==> config.mk <==
export PLATFORM = sky130hd
export DESIGN_NAME = axi_port_arbiter
export DESIGN_NICKNAME = d
export VERILOG_FILES = /design/src/rtl/axi_port_arbiter.sv
export SDC_FILE = /design/constraint.sdc
export NUM_CORES = 1
export LEC_CHECK = 0
export ABC_CLOCK_PERIOD_IN_PS = 2900
export CORE_AREA = 3 3 186 188
export DETAILED_ROUTE_END_ITERATION = 12
export DIE_AREA = 0 0 189 191
export SYNTH_ARGS = -nofsm -noshare
export SYNTH_HDL_FRONTEND = slang
export SYNTH_SLANG_ARGS = --single-unit
==> constraint.sdc <==
create_clock -name ARES_design_CLK -period 2.9 [get_ports ARES_design_CLK]
set_input_delay 0.435 -clock ARES_design_CLK [delete_from_list [all_inputs] [get_ports ARES_design_CLK]]
set_output_delay 0.435 -clock ARES_design_CLK [all_outputs]
set_load 0.02 [all_outputs]
==> src/rtl/axi_port_arbiter.sv <==
// rtl/axi_port_arbiter.sv - two-requester burst arbiter in front of a 32-bit RAM slave
//
// Purpose: grants one of two requesters (M0, M1) a single read or write burst
// to a shared downstream slave, round-robin on ties, then passes that burst's
// data beats straight through until the beat count is exhausted.
//
// Ports:
//   ARES_design_CLK, ARES_design_RESET_N   clock, synchronous active-low reset
//   M{0,1}_Req_*                           per-requester command (valid/ready/write/addr/size)
//   M{0,1}_W_*, M{0,1}_R_*                 per-requester write and read beat channels
//   S_WReq_*, S_RReq_*                     downstream write / read command
//   S_W_*, S_R_*                           downstream write / read beats
//   grant, busy                            one-hot owner and not-idle status
module axi_port_arbiter (
    input  logic        ARES_design_CLK,
    input  logic        ARES_design_RESET_N,

    input  logic        M0_Req_valid,
    output logic        M0_Req_ready,
    input  logic        M0_Req_write,
    input  logic [31:0] M0_Req_addr,
    input  logic [31:0] M0_Req_size,
    input  logic [31:0] M0_W_data,
    input  logic        M0_W_valid,
    output logic        M0_W_ready,
    output logic [31:0] M0_R_data,
    output logic        M0_R_valid,
    input  logic        M0_R_ready,

    input  logic        M1_Req_valid,
    output logic        M1_Req_ready,
    input  logic        M1_Req_write,
    input  logic [31:0] M1_Req_addr,
    input  logic [31:0] M1_Req_size,
    input  logic [31:0] M1_W_data,
    input  logic        M1_W_valid,
    output logic        M1_W_ready,
    output logic [31:0] M1_R_data,
    output logic        M1_R_valid,
    input  logic        M1_R_ready,

    output logic [31:0] S_WReq_addr,
    output logic [31:0] S_WReq_size,
    output logic        S_WReq_valid,
    input  logic        S_WReq_ready,
    output logic [31:0] S_W_data,
    output logic        S_W_valid,
    input  logic        S_W_ready,

    output logic [31:0] S_RReq_addr,
    output logic [31:0] S_RReq_size,
    output logic        S_RReq_valid,
    input  logic        S_RReq_ready,
    input  logic [31:0] S_R_data,
    input  logic        S_R_valid,
    output logic        S_R_ready,

    output logic [1:0]  grant,
    output logic        busy
);

    typedef enum logic [1:0] {ST_IDLE, ST_REQ, ST_DATA} state_t;

    state_t      state, state_next;
    logic [31:0] remaining;
    logic        owner;
    logic        last_grant;
    logic        cmd_write;
    logic [31:0] cmd_addr;
    logic [31:0] cmd_size;

    logic        winner;
    logic        accept;
    logic        req_done;
    logic        beat;
    logic        wr_phase;
    logic        rd_phase;

    // On a tie the requester that did not win last time goes next.
    assign winner = (M0_Req_valid & M1_Req_valid) ? ~last_grant : M1_Req_valid;
    assign accept = (state == ST_IDLE) & (M0_Req_valid | M1_Req_valid);

    assign M0_Req_ready = accept & ~winner;
    assign M1_Req_ready = accept & winner;

    assign req_done = (state == ST_REQ) & (cmd_write ? S_WReq_ready : S_RReq_ready);
    assign wr_phase = (state == ST_DATA) & cmd_write;
    assign rd_phase = (state == ST_DATA) & ~cmd_write;

    assign grant = (state == ST_IDLE) ? 2'b00 : {owner, ~owner};
    assign busy  = (state != ST_IDLE);

    // Command presentation: addr/size only shown alongside the matching valid.
    always_comb begin
        S_WReq_valid = 1'b0;
        S_WReq_addr  = '0;
        S_WReq_size  = '0;
        S_RReq_valid = 1'b0;
        S_RReq_addr  = '0;
        S_RReq_size  = '0;
        if (state == ST_REQ) begin
            if (cmd_write) begin
                S_WReq_valid = 1'b1;
                S_WReq_addr  = cmd_addr;
                S_WReq_size  = cmd_size;
            end else begin
                S_RReq_valid = 1'b1;
                S_RReq_addr  = cmd_addr;
                S_RReq_size  = cmd_size;
            end
        end
    end

    // Beat pass-through for the owner only; everyone else sees zeros.
    always_comb begin
        S_W_data   = '0;
        S_W_valid  = 1'b0;
        S_R_ready  = 1'b0;
        M0_W_ready = 1'b0;
        M1_W_ready = 1'b0;
        M0_R_data  = '0;
        M0_R_valid = 1'b0;
        M1_R_data  = '0;
        M1_R_valid = 1'b0;
        if (wr_phase) begin
            S_W_data  = owner ? M1_W_data  : M0_W_data;
            S_W_valid = owner ? M1_W_valid : M0_W_valid;
            if (owner) M1_W_ready = S_W_ready;
            else       M0_W_ready = S_W_ready;
        end
        if (rd_phase) begin
            S_R_ready = owner ? M1_R_ready : M0_R_ready;
            if (owner) begin
                M1_R_data  = S_R_data;
                M1_R_valid = S_R_valid;
            end else begin
                M0_R_data  = S_R_data;
                M0_R_valid = S_R_valid;
            end
        end
    end

    assign beat = wr_phase ? (S_W_valid & S_W_ready) : (rd_phase & S_R_valid & S_R_ready);

    always_comb begin
        state_next = state;
        case (state)
            ST_IDLE: if (accept) state_next = ST_REQ;
            ST_REQ:  if (req_done) state_next = (cmd_size == 32'd0) ? ST_IDLE : ST_DATA;
            ST_DATA: if (beat && remaining == 32'd1) state_next = ST_IDLE;
            default: state_next = ST_IDLE;
        endcase
    end

    always_ff @(posedge ARES_design_CLK) begin
        if (!ARES_design_RESET_N) begin
            state      <= ST_IDLE;
            remaining  <= '0;
            owner      <= 1'b0;
            last_grant <= 1'b1;
            cmd_write  <= 1'b0;
            cmd_addr   <= '0;
            cmd_size   <= '0;
        end else begin
            state <= state_next;
            if (accept) begin
                owner      <= winner;
                last_grant <= winner;
                cmd_write  <= winner ? M1_Req_write : M0_Req_write;
                cmd_addr   <= winner ? M1_Req_addr  : M0_Req_addr;
                cmd_size   <= winner ? M1_Req_size  : M0_Req_size;
            end
            if (req_done) remaining <= cmd_size;
            else if (beat) remaining <= remaining - 32'd1;
        end
    end

endmodule

==> key figures <==
Placed design
  • Hpwl dp: 24.5 mm
  • RD Place Congestion: 0.808
  • Port bufs: 474
  • # placed instances: 1,677

Cells and area
  • Layout fillers: 3,452
  • Final core occ: 36.0%
  • Diode count: 0
  • Cell Count, Final, Fillers Out: 1,694
  • Fraction of final layout cells sized beyond drive strength 1: 4.98%
  • Nets: 1,481
  • Area grow syn2layout: 88.3%

STA
  • Max Freq: 361 MHz
  • Final hold violation count: 0
  • Max_slew headroom: 46.1%
  • Post-route minimum period: 2.77 ns
  • Max-slew violation count: 0
  • Clock Skews: 0.0159 ns
  • Final Cycle Share: 95.5%
  • Slew @ Worst Pin: 0.808 ns
  • Count of final setup violators: 0

Global route
  • Initial antenna violation count: 0
  • Via count of the first global-routing pass: 7,583
  • GRT Util Overall: 16.5%
  • Gr ovfl total: 0
  • Largest net degree at the start of global routing: 68
  • First-pass GRT wire length: 46.7 mm

Clock network
  • Clock buffer count from CTS: 9
  • Clk root buf: clkbuf_16
  • Hold_buf cts: 0
  • TritonCTS clock tree: done
  • Clk_lat worst skew: 0.36 ns
  • Clock transition at the registers of the reported paths: 0.07 ns
  • CTS max path bufs: 2
  • Total setup buffers inserted after CTS: 0
  • H-tree lvl count: 3
  • CTS Sinks: 101

Worst hold path
  • HP Start: last_grant$_SDFFE_PN1P_
  • Hold Crit Class: reg2reg

Drt
  • Drt first pass iters: 8
  • Total number of vias: 7,926
  • Starting DRC count in detailed routing: 768
  • Residual DRC count: 0
  • Antenna Nets Post-Route: 0
  • Avg WL per Cell: 19.2 um
  • DR vias/cell: 4.68
  • Final wirelength: 32.6 mm

Power
  • Sequential Power Share: 37.7%
  • Comb power frac: 34.9%
  • Total power: 0.00449 W
  • Sw Pwr: 0.00157 W
  • Clock power share: 27.4%
  • Maximum vdd drop: 0.000244 V
  • Power Density: 374 nW/um^2
  • Int Pwr: 0.00292 W
  • Switching part of the total: 35.0%
  • Static leakage: 4.62 nW

Worst setup path
  • Crit path kind: reg2out
  • CP required: 2.47 ns
  • Buffer and inverter count on the worst path: 2
  • Critical path startpoint category: flip-flop
  • Setup crit start: state[1]$_SDFFE_PN0P_
  • Crit end category: output pin
  • Crit-path cells: or3b_4 -> nor2_1 -> buf_6 -> and2_1 -> clkdlybuf4s50_1
  • WP data arrival: 2.34 ns
  • Crit path max-delay family: buffers and inverters
  • Worst path max stage delay: 0.62 ns
  • R2R Path Start: state[1]$_SDFFE_PN0P_
  • R2R Setup Slk: 0.52 ns
  • Crit-path max FO: 32
  • Critical path's slowest cell: clkdlybuf4s50_1

Logic synthesis
  • Yosys warns: 0
  • Gate Count Post-Synth: 805
  • Most instantiated cells after synthesis: and2_1, nor2_1, dfxtp_1, a222oi_1, clkbuf_1
  • Most common flop cell mapped by yosys: dfxtp_1
  • Mapped Area: 6370 um^2
  • Yosys top cell area share: 31.7%
  • Synth unique cells: 56
  • Post-synth ARST share: 0%
  • Yosys top cell by area: dfxtp_1
  • Seq/Total Area, Yosys: 31.7%
  • Synth area leaders: dfxtp_1, and2_1, a222oi_1
  • Synth Register Bits: 101
  • Mean Syn Cell Area: 7.91 um^2
  • Net Count, Synth: 1,045
  • Number of synthesized flops with an enable pin: 0
  • Most common cell in the netlist: and2_1

Floorplanning
  • Die Area: 36,100 um^2
  • Die Width: 189 um
  • Die Height: 191 um
  • Core ar.: 33,300 um^2
  • Initial Utilization: 19.1%
  • Num ports: 475
  • # rows: 67

Status
  • Outcome: finished, final reports clean

Flow run
  • Max cap viols: 0
==> power groups by stage <==
stage          sequential [W]  clock [W]  combinational, W
3_5_place_dp          0.00172          0           0.00156
2_1_floorplan         0.00162          0          0.000832
6_report              0.00169    0.00123           0.00157
3_3_place_gp          0.00172          0           0.00155
4_1_cts               0.00169    0.00127           0.00157
5_1_grt               0.00171    0.00132           0.00168
==> placed cells by master, fill, tap and decap left out, types with 4 or more instances in the layout <==
master and n:
and2_1 195, nand3_1 10, o21a_1 6, a31oi_1 10
dfxtp_1 100, inv_1 8, nor2_1 122, mux2i_1 38
o211ai_1 5, buf_4 17, o21ai_0 7, clkbuf_16 9
a21oi_1 20, clkdlybuf4s50_1 457, nor3_1 13, nand2_1 28
nor4_1 17, and3_1 5, dlymetal6s2s_1 17, a22oi_1 4
nor2b_1 4, a22o_1 4, or3_1 8, a222oi_1 65
o31a_1 5
==> state kept, by name (all words and copies together) (netlist names) <==
register	count
cmd_write	1
cmd_addr	32
cmd_size	32
last_grant	1
remaining	32
owner	1
state	2
==> stage by stage <==
step	setup slack (ns)	cell area [um^2]	TNS, ns	hold slack (ns)
after global routing	-0.00133	12000	-0.00140	0.541
final	0.129	12000	0	0.505
after global placement	0.273	11600	0	0.484
after detailed placement	0.293	11600	0	0.491
after CTS	0.0222	11900	0	0.510
after floorplan	0.681	6370	0	0.456
==> kinds of logic (layout without fill, tap and decap cells) <==
family	Yosys count	count (layout)	synth area share, %
xor+xnor	1	1	0.138
simple gates	430	430	36.6
mux	40	40	6.33
flops	101	101	31.7
fa+ha+maj	2	2	0.393
buf+inv	82	523	5.05
compound gates	149	149	19.7
==> tightest hold or removal path: stages, from the launching register on <==
cell     delay [ns]
dfxtp_1        0.35
a21oi_1        0.07
nand2_1        0.05
==> path summary, 6_finish.rpt <==
check / to / depth (start not counted)
max: M1_R_data[1] / 5
min reg2reg: last_grant$_SDFFE_PN1P_ / 2
max reg2reg: remaining[13]$_SDFFE_PN0P_ / 6
min: last_grant$_SDFFE_PN1P_ / 2
==> timing repair <==
item,in CTS,in global routing
pin swaps,0,0
cloned,0,1
gates resized for setup,1,22
endpoints found under the setup margin,28,80
==> layout make-up <==
type / instances / area (um^2) / area share [%]
Sequential cell: 101 / 2020 / 16.9
Clock inverter: 6 / 52.6 / 0.438
Clock buffer: 10 / 239 / 1.99
Multi-Input combinational cell: 622 / 4070 / 33.9
Tap cell: 448 / 561 / 4.67
Inverter: 9 / 33.8 / 0.282
Timing Repair Buffer: 498 / 5010 / 41.8
==> routing by layer <==
metal / share of wire, % / up-vias / track usage, %
met5: 0 / - / 0
li1: - / 3785 / -
met3: 7.7 / 25 / 3.52
met4: 1.4 / 0 / 3.84
met2: 50 / 394 / 28.8
met1: 41 / 3722 / 20.7
No activity file was read; power rests on OpenSTA's default activity.
